--- config.mk ---
export PLATFORM = sky130hd
export DESIGN_NAME = cplx_acc_dump_flat
export DESIGN_NICKNAME = d
export VERILOG_FILES = /design/src/rtl/cplx_acc_dump_pkg.sv /design/src/rtl/cplx_acc_dump_if.sv /design/src/rtl/cplx_acc_dump_round_sat.sv /design/src/rtl/cplx_acc_dump.sv /design/src/flat_wrapper.sv
export SDC_FILE = /design/constraint.sdc
export NUM_CORES = 1
export LEC_CHECK = 0
export ABC_AREA = 1
export BUFFER_PORTS_ARGS = -buffer_cell sky130_fd_sc_hd__clkbuf_2
export CORE_ASPECT_RATIO = 0.8
export CORE_MARGIN = 4
export CORE_UTILIZATION = 28
export CTS_BUF_LIST = sky130_fd_sc_hd__clkbuf_8
export CTS_CLUSTER_DIAMETER = 80
export DETAILED_ROUTE_END_ITERATION = 7
export MAX_ROUTING_LAYER = met4
export PLACE_DENSITY = 0.42
export RECOVER_POWER = 100
export SLEW_MARGIN = 20
export SYNTH_ARGS = -nofsm -noshare
export SYNTH_HDL_FRONTEND = slang
export SYNTH_SLANG_ARGS = --single-unit
--- constraint.sdc ---
create_clock -name clk -period 4.8 [get_ports clk]
set_clock_uncertainty 0.1 [all_clocks]
set_input_delay 0.24 -clock clk [delete_from_list [all_inputs] [get_ports clk]]
set_output_delay 0.24 -clock clk [all_outputs]
set_load 0.01 [all_outputs]
--- src/rtl/cplx_acc_dump_pkg.sv ---
// Shared state type and default widths for the complex frame accumulator.
package cplx_acc_pkg;

  localparam int IN_W  = 33;
  localparam int ACC_W = IN_W + 8;
  localparam int OUT_W = 16;

  typedef enum logic {
    ACC  = 1'b0,
    DUMP = 1'b1
  } state_t;

endpackage

--- src/rtl/cplx_acc_dump_if.sv ---
// Sample/result handshake bundle between the complex multiplier, the accumulator and its consumer.
interface cplx_acc_dump_if #(
  parameter int IN_W  = cplx_acc_pkg::IN_W,
  parameter int OUT_W = cplx_acc_pkg::OUT_W
);

  logic                    in_valid;
  logic                    in_ready;
  logic signed [IN_W-1:0]  in_pr;
  logic signed [IN_W-1:0]  in_pi;
  logic [7:0]              len;
  logic [4:0]              shift;
  logic                    out_valid;
  logic                    out_ready;
  logic signed [OUT_W-1:0] out_re;
  logic signed [OUT_W-1:0] out_im;
  logic                    out_sat;

  modport master (
    output in_valid, in_pr, in_pi, len, shift, out_ready,
    input  in_ready, out_valid, out_re, out_im, out_sat
  );

  modport slave (
    input  in_valid, in_pr, in_pi, len, shift, out_ready,
    output in_ready, out_valid, out_re, out_im, out_sat
  );

endinterface

--- src/rtl/cplx_acc_dump_round_sat.sv ---
// Round-half-up arithmetic right shift of a frame sum, then clip to the signed output range.
module cplx_round_sat #(
  parameter int ACC_W = cplx_acc_pkg::ACC_W,
  parameter int OUT_W = cplx_acc_pkg::OUT_W
) (
  input  logic signed [ACC_W-1:0] acc_i,
  input  logic [4:0]              shift_i,
  output logic signed [OUT_W-1:0] val_o,
  output logic                    clip_o
);

  localparam int EXT_W = ACC_W + 1;
  localparam logic signed [EXT_W-1:0] MAX_V = {{(EXT_W-OUT_W+1){1'b0}}, {(OUT_W-1){1'b1}}};
  localparam logic signed [EXT_W-1:0] MIN_V = ~MAX_V;

  logic signed [EXT_W-1:0] ext;
  logic signed [EXT_W-1:0] rnd;
  logic signed [EXT_W-1:0] sum;
  logic signed [EXT_W-1:0] shifted;

  // One extra guard bit keeps the rounding add from wrapping a full-scale sum.
  always_comb begin
    ext = {acc_i[ACC_W-1], acc_i};
    rnd = '0;
    if (shift_i != 5'd0) begin
      rnd = EXT_W'(1) << (shift_i - 5'd1);
    end
    sum = ext + rnd;
    if (int'(shift_i) >= ACC_W) begin
      shifted = ext[EXT_W-1] ? '1 : '0;
    end else begin
      shifted = sum >>> shift_i;
    end
  end

  always_comb begin
    val_o  = shifted[OUT_W-1:0];
    clip_o = 1'b0;
    if (shifted > MAX_V) begin
      val_o  = MAX_V[OUT_W-1:0];
      clip_o = 1'b1;
    end else if (shifted < MIN_V) begin
      val_o  = MIN_V[OUT_W-1:0];
      clip_o = 1'b1;
    end
  end

endmodule

--- src/rtl/cplx_acc_dump.sv ---
// Accumulates len+1 complex products per frame, then holds one rounded, saturated result until taken.
module cplx_acc_dump #(
  parameter int IN_W  = cplx_acc_pkg::IN_W,
  parameter int ACC_W = IN_W + 8,
  parameter int OUT_W = cplx_acc_pkg::OUT_W
) (
  input logic            clk,
  input logic            rst_n,
  cplx_acc_dump_if.slave bus
);

  import cplx_acc_pkg::*;

  state_t                  state_q, state_d;
  logic signed [ACC_W-1:0] acc_re_q, acc_re_d;
  logic signed [ACC_W-1:0] acc_im_q, acc_im_d;
  logic [7:0]              cnt_q, cnt_d;
  logic [7:0]              len_q, len_d;
  logic [4:0]              shift_q, shift_d;
  logic                    out_valid_q, out_valid_d;
  logic signed [OUT_W-1:0] out_re_q, out_re_d;
  logic signed [OUT_W-1:0] out_im_q, out_im_d;
  logic                    out_sat_q, out_sat_d;

  logic                    accept;
  logic                    last;
  logic                    load_out;
  logic                    out_fire;
  logic [7:0]              frame_len;
  logic signed [OUT_W-1:0] rs_re, rs_im;
  logic                    clip_re, clip_im;

  // The first sample of a frame compares against the live len, later ones against the latched copy.
  assign accept    = bus.in_valid && (state_q == ACC);
  assign frame_len = (cnt_q == 8'd0) ? bus.len : len_q;
  assign last      = accept && (cnt_q == frame_len);
  assign load_out  = (state_q == DUMP) && !out_valid_q;
  assign out_fire  = out_valid_q && bus.out_ready;

  always_ff @(posedge clk) begin
    if (!rst_n) begin
      state_q <= ACC;
    end else begin
      state_q <= state_d;
    end
  end

  always_comb begin
    state_d = state_q;
    unique case (state_q)
      ACC:     if (last)     state_d = DUMP;
      DUMP:    if (out_fire) state_d = ACC;
      default: state_d = ACC;
    endcase
  end

  always_comb begin
    bus.in_ready  = (state_q == ACC);
    bus.out_valid = out_valid_q;
    bus.out_re    = out_re_q;
    bus.out_im    = out_im_q;
    bus.out_sat   = out_sat_q;
  end

  cplx_round_sat #(.ACC_W(ACC_W), .OUT_W(OUT_W)) u_rs_re (
    .acc_i   (acc_re_q),
    .shift_i (shift_q),
    .val_o   (rs_re),
    .clip_o  (clip_re)
  );

  cplx_round_sat #(.ACC_W(ACC_W), .OUT_W(OUT_W)) u_rs_im (
    .acc_i   (acc_im_q),
    .shift_i (shift_q),
    .val_o   (rs_im),
    .clip_o  (clip_im)
  );

  // The result is registered one cycle after the final accept, once the sums have settled.
  always_comb begin
    acc_re_d    = acc_re_q;
    acc_im_d    = acc_im_q;
    cnt_d       = cnt_q;
    len_d       = len_q;
    shift_d     = shift_q;
    out_valid_d = out_valid_q;
    out_re_d    = out_re_q;
    out_im_d    = out_im_q;
    out_sat_d   = out_sat_q;
    if (accept) begin
      acc_re_d = acc_re_q + {{(ACC_W-IN_W){bus.in_pr[IN_W-1]}}, bus.in_pr};
      acc_im_d = acc_im_q + {{(ACC_W-IN_W){bus.in_pi[IN_W-1]}}, bus.in_pi};
      cnt_d    = cnt_q + 8'd1;
      if (cnt_q == 8'd0) len_d = bus.len;
      if (last) shift_d = bus.shift;
    end
    if (load_out) begin
      out_valid_d = 1'b1;
      out_re_d    = rs_re;
      out_im_d    = rs_im;
      out_sat_d   = clip_re | clip_im;
    end else if (out_fire) begin
      out_valid_d = 1'b0;
      acc_re_d    = '0;
      acc_im_d    = '0;
      cnt_d       = '0;
    end
  end

  always_ff @(posedge clk) begin
    if (!rst_n) begin
      acc_re_q    <= '0;
      acc_im_q    <= '0;
      cnt_q       <= '0;
      len_q       <= '0;
      shift_q     <= '0;
      out_valid_q <= 1'b0;
      out_re_q    <= '0;
      out_im_q    <= '0;
      out_sat_q   <= 1'b0;
    end else begin
      acc_re_q    <= acc_re_d;
      acc_im_q    <= acc_im_d;
      cnt_q       <= cnt_d;
      len_q       <= len_d;
      shift_q     <= shift_d;
      out_valid_q <= out_valid_d;
      out_re_q    <= out_re_d;
      out_im_q    <= out_im_d;
      out_sat_q   <= out_sat_d;
    end
  end

endmodule

--- src/flat_wrapper.sv ---
// flat-port wrapper written by rule: the top's interface ports become plain ports
module cplx_acc_dump_flat import cplx_acc_pkg::*;
#(
  parameter int IN_W  = cplx_acc_pkg::IN_W,
  parameter int ACC_W = IN_W + 8,
  parameter int OUT_W = cplx_acc_pkg::OUT_W
)
  (clk, rst_n, bus_in_valid, bus_in_pr, bus_in_pi, bus_len, bus_shift, bus_out_ready, bus_in_ready, bus_out_valid, bus_out_re, bus_out_im, bus_out_sat);
  cplx_acc_dump_if #(.IN_W(IN_W), .OUT_W(OUT_W)) bus_i ();
  input logic clk;
  input logic rst_n;
  input wire logic [$bits(bus_i.in_valid)-1:0] bus_in_valid;
  input wire logic [$bits(bus_i.in_pr)-1:0] bus_in_pr;
  input wire logic [$bits(bus_i.in_pi)-1:0] bus_in_pi;
  input wire logic [$bits(bus_i.len)-1:0] bus_len;
  input wire logic [$bits(bus_i.shift)-1:0] bus_shift;
  input wire logic [$bits(bus_i.out_ready)-1:0] bus_out_ready;
  output wire logic [$bits(bus_i.in_ready)-1:0] bus_in_ready;
  output wire logic [$bits(bus_i.out_valid)-1:0] bus_out_valid;
  output wire logic [$bits(bus_i.out_re)-1:0] bus_out_re;
  output wire logic [$bits(bus_i.out_im)-1:0] bus_out_im;
  output wire logic [$bits(bus_i.out_sat)-1:0] bus_out_sat;
  assign bus_i.in_valid = bus_in_valid;
  assign bus_i.in_pr = bus_in_pr;
  assign bus_i.in_pi = bus_in_pi;
  assign bus_i.len = bus_len;
  assign bus_i.shift = bus_shift;
  assign bus_i.out_ready = bus_out_ready;
  assign bus_in_ready = bus_i.in_ready;
  assign bus_out_valid = bus_i.out_valid;
  assign bus_out_re = bus_i.out_re;
  assign bus_out_im = bus_i.out_im;
  assign bus_out_sat = bus_i.out_sat;
  cplx_acc_dump #(.IN_W(IN_W), .ACC_W(ACC_W), .OUT_W(OUT_W)) u_core (.clk(clk), .rst_n(rst_n), .bus(bus_i));
endmodule
# After elaboration in Yosys (flattened, before gate mapping)
# Cells that the tools add are included.
# op_classes
addsub	6
order_cmp	4
n_eq_ne	1
shifts	3
muxes	24
bitwise_logic	2
n_reduce_logical	9
# op_table
cell	n
$mux W41	6
$add A41 B42 Y42	2
$gt A42 B16 Y1 const B	2
$lt A42 B16 Y1 const B	2
$sshr A42 B5 Y42	2
$add A41 B41 Y41	2
$mux W16	4
$mux W42	1
$shl A1 B5 Y42 const A	1
$mux W8	4
$add A8 B1 Y8 const B	1
$eq A8 B8 Y1	1
$logic_not A8 Y1	1
$mux W1	8
$reduce_bool A5 Y1	1
$sub A5 B1 Y5 const B	1
$logic_and A1 B1 Y1	4
$pmux W1 S2	1
$reduce_and A2 Y1	1
$reduce_bool A2 Y1	1
$logic_not A1 Y1	1
$not A1 Y1	1
$or A1 B1 Y1	1
# totals
regBits	138
out_inout_bits	35
elab_cells	59

# Logic depth before layout (Yosys ltp)
# logic_depth
word_depth	9
depth_mapped	38
mapped_depth_nobuf	36

# Cells and area by module
# Synthesis repeated with hierarchy kept, for this count alone.
# hier_totals
hier_cells	4420
area_unflattened_um2	23062.1
# by_module_without_submodules
mod	instances	cells_per_inst	area_each_um2	seq_area_each_um2
cplx_acc_dump	1	1859	10903.0	2762.6
cplx_round_sat at u_core.u_rs_im	1	1301	6271.0	0.0
cplx_round_sat at u_core.u_rs_re	1	1260	5888.1	0.0

# Least setup slack after synthesis
# No wires, ideal clock.
# synth_path
kind	flip-flop to flip-flop
from	reg u_core.shift_q[4]
to	reg u_core.out_im_q[7] (netlist: u_core.bus.out_im[7])
setup_time_ns	0.122
t_arrival_ns	4.371
path_slack_ns	0.208
stages_incl_launch_ff	34
synth_period_minus_slack_ns	4.592
cell_sequence	dfxtp_1 > inv_1 > buf_4 > buf_2 > buf_1 > buf_2 > clkbuf_1 > clkbuf_1 > nor2_1 > ha_1 > nand2_1 > nor2_1 > inv_1 > nor2_1 > inv_1 > nor2_1 > nand3_2 > nand4_4 > nand2_1 > nand2_1 > nand2_1 > nand3_2 > nand2_1 > nand2_1 > nand3_1 > nand2_1 > nand2_1 > nor2_1 > nand2_1 > nor2_2 > nand2_2 > a21boi_4 > buf_6 > a21oi_2
# synth_via
elab_chain_cells	8
# synth_lines
item	line_no	rtl
start, declared	cplx_acc_dump.sv:19	logic [4:0] shift_q, shift_d;
start signal, assigned	cplx_acc_dump.sv:126	shift_q <= shift_d;
$sub A5 B1 Y5	cplx_acc_dump_round_sat.sv:26	rnd = EXT_W'(1) << (shift_i - 5'd1);
$shl A1 B5 Y42	cplx_acc_dump_round_sat.sv:26	
$mux W42	cplx_acc_dump_round_sat.sv:25	if (shift_i != 5'd0) begin
$add A41 B42 Y42	cplx_acc_dump_round_sat.sv:28	sum = ext + rnd;
$sshr A42 B5 Y42 (*)	cplx_acc_dump_round_sat.sv:32	shifted = sum >>> shift_i;
$lt A42 B16 Y1	cplx_acc_dump_round_sat.sv:42	end else if (shifted < MIN_V) begin
$mux W16	cplx_acc_dump_round_sat.sv:42	
$mux W16 (*)	cplx_acc_dump_round_sat.sv:39	if (shifted > MAX_V) begin
end signal, assigned	cplx_acc_dump.sv:129	out_im_q <= out_im_d;
end, declared	cplx_acc_dump.sv:22	logic signed [OUT_W-1:0] out_im_q, out_im_d;
# Mark *: on every way between the ends. The rest lies on a longest branch, timed or not.
# A chain may end at the register's enable or synchronous reset.

# Final worst setup path
# layout_path
from	reg u_core.shift_q[1]
to	reg u_core.out_im_q[11] (netlist: u_core.bus.out_im[11])
# The elaborated chain is that of the path after synthesis.

==> run summary <==
Avg Cell Area, Syn -> 5.45 sq um
final non-filler cell total -> 4894
Clock Latency Late Sink -> 0.59 ns
cell leakage power -> 12.2 nW
most numerous cell on the critical path -> nand2_1
CTS tree -> yes
CTS Root Cell -> clkbuf_8
Setup TNS -> 0 ns
I/O pin cnt -> 118
Layout area overhead -> 19.2%
via count -> 24800
largest net degree at the start of global routing -> 85
DIE AREA -> 0.0768 sq mm
largest family of logic cells by synthesized area -> simple AND/OR/NAND/NOR gates
post-synthesis mux area share -> 0.543%
slowest cell on the critical path -> dfxtp_4
XOR/XNOR Fraction of Synth Area -> 2.94%
drc violations -> 0
EDFF count, synth -> 0
failing checks -> max-capacitance violations, max-slew violations
Critical Path Max Stage Delay -> 0.41 ns
First DRT Iteration DRCs -> 1805
Finish-stage setup viols -> 0
Fmax -> 219 MHz
Die Height -> 249 um
Layout Nets -> 4140
Synth Register Bits -> 138
status -> finished, violations left
Sink Count -> 138
most frequent cells in the layout -> nand2_1 (979), nand3_1 (536), inv_1 (424), nor2_1 (362), o21ai_0 (239)
hpwl dp -> 71.2 mm
first-pass GRT wire length -> 135 mm
kind of critical path -> reg2reg
Fill cells -> 8277
total track usage -> 23.1%
vias per inst -> 5.06
final hold violation count -> 0
crit end category -> flip-flop
final antenna-violating net count -> 0
max_slew headroom -> -122%
Finished Core Util -> 34.0%
final worst-path cycle share -> 95.3%
htree depth -> 4
Netlist Area Pre-Place -> 0.0203 sq mm
die width -> 309 um
register area share after synthesis -> 13.6%
CP arrival -> 4.92 ns
Worst Path Required -> 5.15 ns
adder-cell share of the synthesized area -> 7.06%
DP Cell Count -> 4822
RSZ-0062 raised after global routing -> true
Cell Pwr Density -> 197 mW/mm^2
vias in the first global route -> 23100
RD Place Congestion -> 1.01
share of flip-flops with an asynchronous set or reset -> 0%
Core Box Area -> 0.0711 sq mm
Syn Inst Count -> 3721
Hold Path Class -> in2reg
drt wl/cell -> 18.0 um
Slew Viols, Final -> 132
antenna violations before repair -> 3
layout cells sized above 1 -> 15.1%
largest fanout on the critical path -> 8
Synth Flop Type -> dfxtp_1
most common cell after layout, fill and taps aside -> nand2_1
crit start category -> flip-flop
Synth cell types -> 56
Synth Area in Simple Gates -> 46.4%
min Tclk post-route -> 4.58 ns
TritonCTS buffer count -> 17
Worst Max-Slew Pin Slew -> 3.33 ns
total grt overflow -> 0
Initial Util -> 28.5%
WL final -> 87.9 mm
area fraction in compound gates after synthesis -> 18.0%
first drt pass iteration count -> 6
worst hold slack -> 0.0587 ns
Reg clk slew, reported paths -> 0.11 ns
worst IR drop on VDD -> 0.206 mV
CTS Buffer Depth -> 2
row cnt -> 87
Buffers on Ports -> 117
Synth Warn # -> 0
Max Cap Viol -> 3
-- flip-flops by register name, summed over array words and instances (netlist names) --
signal	count
u_core.acc_im_q	41
u_core.acc_re_q	41
u_core.bus.out_im	16
u_core.bus.out_re	16
u_core.cnt_q	8
u_core.len_q	8
u_core.shift_q	5
u_core.bus.out_sat	1
u_core.bus.out_valid	1
u_core.state_q	1
-- area by class of cell --
type	instances	area (sq um)	share of cell area, %
clock buffer	17	234	0.969
sequential	138	2780	11.5
antenna	2	5.00	0.0207
timing repair buffer	343	2340	9.69
multi-input combinational	3003	15800	65.4
clock inverter	15	165	0.684
tap	934	1170	4.84
inverter	442	1670	6.91
-- per-stage QoR --
stage | setup WS, ns | area [sq um] | total power, mW
floorplan | 0.208 | 20300 | 2.88
global placement | -0.682 | 22900 | 3.62
detailed placement | -0.571 | 22900 | 3.60
CTS | 0.0151 | 23500 | 4.78
global route | -0.0528 | 24200 | 5.17
finish | 0.224 | 24200 | 4.76
-- path summary, 6_finish.rpt --
kind / from / to / slack, ns / cells after the start
hold reg to reg: u_core.bus.out_re[15]$_SDFFE_PN0P_ / u_core.bus.out_re[15]$_SDFFE_PN0P_ / 0.39 / 2
hold / removal: bus_in_pr[1] / u_core.acc_re_q[1]$_SDFF_PN0_ / 0.06 / 4
setup reg to reg: u_core.shift_q[1]$_SDFFE_PN0P_ / u_core.bus.out_im[11]$_SDFFE_PN0P_ / 0.22 / 29
setup / recovery: u_core.shift_q[1]$_SDFFE_PN0P_ / u_core.bus.out_im[11]$_SDFFE_PN0P_ / 0.22 / 29
-- cell families (layout without fill, tap and decap cells) --
kind of cell | Yosys count | in the layout
flops | 138 | 138
simple gates | 2162 | 2163
xor+xnor | 68 | 68
buf+inv | 582 | 817
fa+ha+maj | 112 | 112
other cells | 1 | 4
compound gates | 647 | 647
mux | 11 | 11
-- worst max-delay path: cells and delay by family (launching register included) --
family	cells	cell delay, ns
buf+inv	7	0.98
simple gates	19	2.28
compound gates	2	0.29
flops	1	0.41
fa+ha+maj	1	0.38
-- routing by layer --
| metal | vias to the layer above | wire, um | part of all wire, % | track usage (%) |
|---|---|---|---|---|
| met2 | 589 | 39800 | 45 | 36.9 |
| met5 | - | 0 | 0 | - |
| li1 | 12800 | - | - | - |
| met3 | 57 | 5560 | 6.3 | 4.29 |
| met4 | 0 | 1060 | 1.2 | 3.72 |
| met1 | 11300 | 41500 | 47 | 30.8 |
-- what timing repair did --
item | CTS | global route
hold buffers | 15 | 0
gates cloned | 0 | 2
endpoints found under the setup margin | 31 | 31
hold endpoints to repair | 15 | 0
gates resized for setup | 7 | 152
buffers inserted | 2 | 19
pin swaps | 1 | 29
-- where the power goes --
group	internal (mW)	total [mW]	switching [mW]
clock	0.472	1.13	0.656
sequential	1.24	1.39	0.146
combinational	0.830	2.24	1.41
total	2.54	4.76	2.21
-- Yosys cell counts (40+ instances only) --
cell      instances  area share, %
nor2_1          387            7.2
nand3_1         585             14
dfxtp_1         138             14
xor2_1           51            2.2
inv_1           429            7.9
o211ai_1         57            2.1
clkbuf_1         57            1.1
ha_1            108            6.7
a21oi_1         240            5.9
buf_1            40           0.74
o21ai_0         243            6.0
nand2_1        1007             19
No activity file was read; power rests on OpenSTA's default activity.
